### src/rtl/gf_share_expand_4_masked_pkg.sv
// Shared constants and expansion functions for the GF(2^4) share expander.
//
// Contents:
//   LFSR_W      width of the mask PRNG
//   LFSR_RST    PRNG reset value, also substituted for an all-zero seed
//   LFSR_TAPS   Galois feedback constant applied when the shifted-out bit is 1
//   SHARE_W     width of one expanded element {sum, hi, lo}
//   e2()        expands a GF(2^2) element {y1, y0} to {y1^y0, y1, y0}
//   expand()    expands a GF(2^4) element {hi, lo} to {E2(hi^lo), E2(hi), E2(lo)}
//
// The masked multiplier benches import this package so that their reference
// models share one definition of the expanded format.

package gf_share_expand_4_masked_pkg;

   localparam int unsigned LFSR_W  = 8;
   localparam int unsigned SHARE_W = 9;
   localparam int unsigned NIB_W   = 4;

   localparam logic [LFSR_W-1:0] LFSR_RST  = 8'h01;
   localparam logic [LFSR_W-1:0] LFSR_TAPS = 8'hB8;

   typedef logic [SHARE_W-1:0] share_t;
   typedef logic [NIB_W-1:0]   nib_t;

   function automatic logic [2:0] e2(input logic [1:0] y);
      return {y[1] ^ y[0], y[1], y[0]};
   endfunction

   // Expansion is linear over XOR, so E(x^m) ^ E(m) == E(x); the masked pair
   // relies on that property.
   function automatic share_t expand(input nib_t x);
      logic [1:0] hi;
      logic [1:0] lo;
      hi = x[3:2];
      lo = x[1:0];
      return {e2(hi ^ lo), e2(hi), e2(lo)};
   endfunction

endpackage

### src/rtl/gf_share_expand_4_masked_lfsr.sv
// gf_share_lfsr_8 -- 8-bit Galois LFSR used as the mask source.
//
// Ports:
//   clk      rising-edge clock
//   rst_n    asynchronous active-low reset, value returns to LFSR_RST
//   load     load seed this cycle (wins over advance)
//   seed     seed value; 8'h00 is replaced by LFSR_RST
//   advance  step the sequence once
//   value    current PRNG state

module gf_share_lfsr_8
   import gf_share_expand_4_masked_pkg::*;
(
   input  logic              clk,
   input  logic              rst_n,
   input  logic              load,
   input  logic [LFSR_W-1:0] seed,
   input  logic              advance,
   output logic [LFSR_W-1:0] value
);

   logic [LFSR_W-1:0] value_step;
   logic [LFSR_W-1:0] seed_safe;

   assign value_step = (value >> 1) ^ (value[0] ? LFSR_TAPS : '0);

   // All-zero is the lock-up state of the LFSR and must never be loaded.
   assign seed_safe = (seed == '0) ? LFSR_RST : seed;

   always_ff @(posedge clk or negedge rst_n) begin
      if (!rst_n) begin
         value <= LFSR_RST;
      end else if (load) begin
         value <= seed_safe;
      end else if (advance) begin
         value <= value_step;
      end
   end

endmodule

### src/rtl/gf_share_expand_4_masked.sv
// gf_share_expand_4_masked -- expands a GF(2^4) nibble into a masked pair of
// shared-factor words, one pair per accepted input, single-entry output buffer.
//
// Ports:
//   clk, rst_n     clock, asynchronous active-low reset
//   seed_load/seed load the mask PRNG (zero seed becomes 8'h01)
//   in_valid/in_ready/in_data     input nibble handshake
//   out_valid/out_ready           output pair handshake
//   out_masked     E(in_data ^ m)
//   out_mask       E(m)
//   out_count      accepted transactions modulo 256
//
// Build option: GF_SHARE_MASK_EN selects masking with m = lfsr[3:0] sampled at
// acceptance. Without it m is zero, out_mask stays zero and out_masked is
// E(in_data); the PRNG still runs but does not reach the outputs.
//
// Output buffer states:
//   state    | meaning
//   ST_EMPTY | no pair held, out_valid = 0
//   ST_FULL  | pair held on the outputs, out_valid = 1

module gf_share_expand_4_masked
   import gf_share_expand_4_masked_pkg::*;
(
   input  logic               clk,
   input  logic               rst_n,
   input  logic               seed_load,
   input  logic [LFSR_W-1:0]  seed,
   input  logic               in_valid,
   output logic               in_ready,
   input  logic [NIB_W-1:0]   in_data,
   output logic               out_valid,
   input  logic               out_ready,
   output logic [SHARE_W-1:0] out_masked,
   output logic [SHARE_W-1:0] out_mask,
   output logic [7:0]         out_count
);

   typedef enum logic {
      ST_EMPTY = 1'b0,
      ST_FULL  = 1'b1
   } buf_state_t;

   buf_state_t        state;
   buf_state_t        state_nxt;
   logic              accept;
   logic              xmit;
   logic [LFSR_W-1:0] lfsr_value;
   nib_t              mask_nib;
   logic              unused_lfsr;

   gf_share_lfsr_8 u_lfsr (
      .clk     (clk),
      .rst_n   (rst_n),
      .load    (seed_load),
      .seed    (seed),
      .advance (accept),
      .value   (lfsr_value)
   );

   // The mask is taken from the register output, so a seed load in the same
   // cycle as an acceptance still masks with the pre-load value.
`ifdef GF_SHARE_MASK_EN
   assign mask_nib    = lfsr_value[3:0];
   assign unused_lfsr = ^lfsr_value[7:4];
`else
   assign mask_nib    = '0;
   assign unused_lfsr = ^lfsr_value;
`endif

   assign out_valid = (state == ST_FULL);
   assign in_ready  = !out_valid || out_ready;
   assign accept    = in_valid && in_ready;
   assign xmit      = out_valid && out_ready;

   always_ff @(posedge clk or negedge rst_n) begin
      if (!rst_n) begin
         state <= ST_EMPTY;
      end else begin
         state <= state_nxt;
      end
   end

   always_comb begin
      state_nxt = state;
      case (state)
         ST_EMPTY: begin
            if (accept) begin
               state_nxt = ST_FULL;
            end
         end
         ST_FULL: begin
            // A new pair arriving on the same edge as a transmission replaces
            // the old one without dropping out_valid.
            if (!accept && xmit) begin
               state_nxt = ST_EMPTY;
            end
         end
         default: state_nxt = ST_EMPTY;
      endcase
   end

   always_ff @(posedge clk or negedge rst_n) begin
      if (!rst_n) begin
         out_masked <= '0;
         out_mask   <= '0;
      end else if (accept) begin
         out_masked <= expand(in_data ^ mask_nib);
         out_mask   <= expand(mask_nib);
      end
   end

   always_ff @(posedge clk or negedge rst_n) begin
      if (!rst_n) begin
         out_count <= '0;
      end else if (accept) begin
         out_count <= out_count + 8'd1;
      end
   end

endmodule

### config.mk
export PLATFORM = sky130hd
export DESIGN_NAME = gf_share_expand_4_masked
export DESIGN_NICKNAME = d
export VERILOG_FILES = /design/src/rtl/gf_share_expand_4_masked_pkg.sv /design/src/rtl/gf_share_expand_4_masked_lfsr.sv /design/src/rtl/gf_share_expand_4_masked.sv
export SDC_FILE = /design/constraint.sdc
export NUM_CORES = 1
export LEC_CHECK = 0
export BUFFER_PORTS_ARGS = -buffer_cell sky130_fd_sc_hd__buf_2
export CAP_MARGIN = 20
export CORE_MARGIN = 2
export CORE_UTILIZATION = 30
export CTS_CLUSTER_SIZE = 8
export DETAILED_ROUTE_END_ITERATION = 8
export GPL_ROUTABILITY_DRIVEN = 0
export PLACE_DENSITY_LB_ADDON = 0.1
export SLEW_MARGIN = 25
export SYNTH_ARGS = -nofsm -noshare
export SYNTH_HDL_FRONTEND = slang
export SYNTH_SLANG_ARGS = --single-unit
### constraint.sdc
create_clock -name clk -period 1.38 [get_ports clk]
set_clock_uncertainty 0.15 [all_clocks]
set_input_delay 0.069 -clock clk [delete_from_list [all_inputs] [get_ports clk]]
set_output_delay 0.069 -clock clk [all_outputs]
set_load 0.1 [all_outputs]
==> summary.md <==
| Metric | Value |
|---|---|
| Vias in the first global route | `570` |
| Routed WL | `1.649 mm` |
| H-tree depth | `1` |
| Final hold vios | `0` |
| Clock Pin Slew Worst Setup and Hold Paths | `100 ps` |
| DR DRC count | `0` |
| Initial DRC count | `9` |
| Asr flop ratio synth | `100.0%` |
| Area occupied by multi-input gates | `401.6 um2` |
| Diode count | `0` |
| Post-DRT Antenna Nets | `0` |
| Post-synthesis cell type count | `18` |
| Largest net degree at the start of global routing | `19` |
| Gr ovfl total | `0` |
| Synth Flop Type | `dfrtp_1` |
| Peak VDD IR | `1.034 mV` |
| # IOs | `45` |
| First-pass GRT wire length | `2.725 mm` |
| Worst EP required | `1160 ps` |
| Vias per Instance | `3.952` |
| DR vias | `581` |
| Critical Path Max Stage Delay | `500 ps` |
| Fraction of layout cells with a size suffix above 1 | `51.46%` |
| Status | `finished clean` |
| Fillers | `282` |
| Total GRT Usage | `10.71%` |
| Antenna violations before repair | `0` |
| DP HPWL | `1.192 mm` |
| Final Slew Violations | `0` |
| CP Data Arrival Time | `1150 ps` |
| Final period utilization | `99.32%` |
| Final setup violation count | `0` |
| Yosys reg bits | `18` |
| Synth-to-Final Area Change | `38.94%` |
| CP Class | `reg -> out` |
| Initial Utilization | `31.20%` |
| Critical path's top delay family | `flip-flops` |
| Sequential Area | `478.0 um2` |
| # placed instances | `136` |
| Largest cells by area after synthesis | `dfrtp_1 (48%), mux2_4 (14%), buf_4 (7.2%), xnor2_1 (6.5%), xor2_1 (4.6%)` |
| EDFF count, synth | `0` |
| Buf+Inv Stages, Crit Path | `2` |
| # rows | `20` |
| Power Density | `2379 nW/um2` |
| CTS tree | `yes` |
| Startpoint Class | `register` |
| Syn avg cell area | `13.89 um2` |
| Static Leak | `0.6169 nW` |
| Max-cap violations | `0` |
| IO Port Bufs | `26` |
| Fmax achieved | `0.7296 GHz` |
| Core Area | `3028 um2` |
| Setup crit end kind | `output pin` |
| Root buffer cell | `clkbuf_4` |
| Clock Tree Buf Depth | `2` |
| Minimum clock period | `1371 ps` |
| Final hold slack | `77.74 ps` |
| Max FO, Critical Path | `2` |
| Clk_lat worst skew | `290 ps` |
| RSZ-0062 raised after global routing | `true` |
| Fraction of the yosys area taken by sequential cells | `47.68%` |
| Num CTS Buffers | `3` |
| Die area | `3614 um2` |
| CP cell instances | `nand2b_4 > buf_6 > buf_12` |
| Post-synth top area cell | `dfrtp_1` |
| Die H | `60.12 um` |
| Share of the synthesized area in the top cell type | `47.68%` |
| Synth Instances | `68` |
| CTS Sinks | `18` |
| Worst min-delay path class | `in -> async` |
| YS warnings | `0` |
| Mapped cell area | `944.7 um2` |
| Drt pass-1 iters | `3` |
| Crit-path slowest cell | `dfrtp_4` |
| Die outline width | `60.12 um` |
| Nets | `122` |
| Routed WL per cell | `11.22 um` |
| Non-filler instance count after layout | `147` |
[where the power goes]
group          total (mW)  switching [mW]  internal, mW
clock network       0.327           0.166         0.161
registers           0.900           0.180         0.720
logic                1.90            1.31         0.586
[area by class of cell]
cell class / count / area share, %
clock buffers: 4 / 2.765
multi-input cells: 46 / 30.60
flip-flops and latches: 18 / 36.42
well taps: 44 / 4.194
repair buffers: 35 / 26.02
[what timing repair did]
item	4_1_cts	5_1_grt
cloned	0	0
endpoints found under the hold margin	29	0
setup endpoints to repair	1	11
setup buffers	2	0
pin swaps	0	1
gates resized for setup	1	2
hold buffers	6	0
[cell usage after synthesis (2+ instances only)]
cell and instances:
and2_1 2, and4_1 2, buf_12 2, buf_4 9, dfrtp_1 18, mux2_4 9
nand3_1 2, nand4_1 4, xnor2_1 7, xor2_1 5
[through the flow]
step | power [mW] | area [um2] | setup TNS (ps) | utilization (%) | setup WS, ps
after floorplan | 2.275 | 1007 | -3693 | - | -319.3
after global placement | 2.813 | 1200 | 0 | 39.63 | 53.27
after detailed placement | 2.813 | 1200 | 0 | 39.63 | 58.80
after CTS | 3.180 | 1315 | -8.733 | 43.43 | -8.733
after global routing | 3.258 | 1313 | -221.1 | 43.35 | -58.51
final | 3.123 | 1313 | 0 | 43.35 | 9.416
[worst paths after layout]
kind,from,cells past startpoint,slack [ps],endpoint
max,out_valid,3,9,in_ready
min in group clk,out_ready,4,140,out_count[0]
min reg2reg,out_count[7],1,320,out_count[7]
max in group asynchronous,rst_n,2,680,out_count[0]
min,rst_n,2,80,out_valid
max reg2reg,out_valid,5,30,out_count[6]
[registers in the layout (all words and copies together), names as in the netlist]
register	flops
out_valid	1
out_masked	9
out_count	8
[metal layers]
layer	global-route usage (%)	wire, um	up-vias
met2	16.15	762	24
met1	13.50	766	273
met3	4.762	103	4
met5	0	0	-
li1	-	-	280
met4	3.810	17	0
[layout by cell type (no fill, tap or decap), types with 2 or more instances in the layout]
master / n
buf_2: 16
dfrtp_1: 10
mux2_4: 9
conb_1: 9
buf_12: 8
xnor2_1: 7
dfrtp_4: 7
dlygate4sd3_1: 6
xor2_1: 5
clkbuf_4: 5
nand4_1: 4
nand3_1: 2
and4_1: 2
and2_1: 2
buf_4: 2
[logic make-up (layout without fill, tap and decap cells)]
family                   Yosys count  after routing  synth area share, %
AND/OR/NAND/NOR                   14             14                10.99
other                              1              9               0.3970
XOR/XNOR                          12             12                11.13
multiplexers                      10             10                15.50
buffers and inverters             12             39                12.98
flip-flops                        18             18                47.68
adder cells (fa/ha/maj)            1              1                1.324
Power figures use the tool's default switching activity.
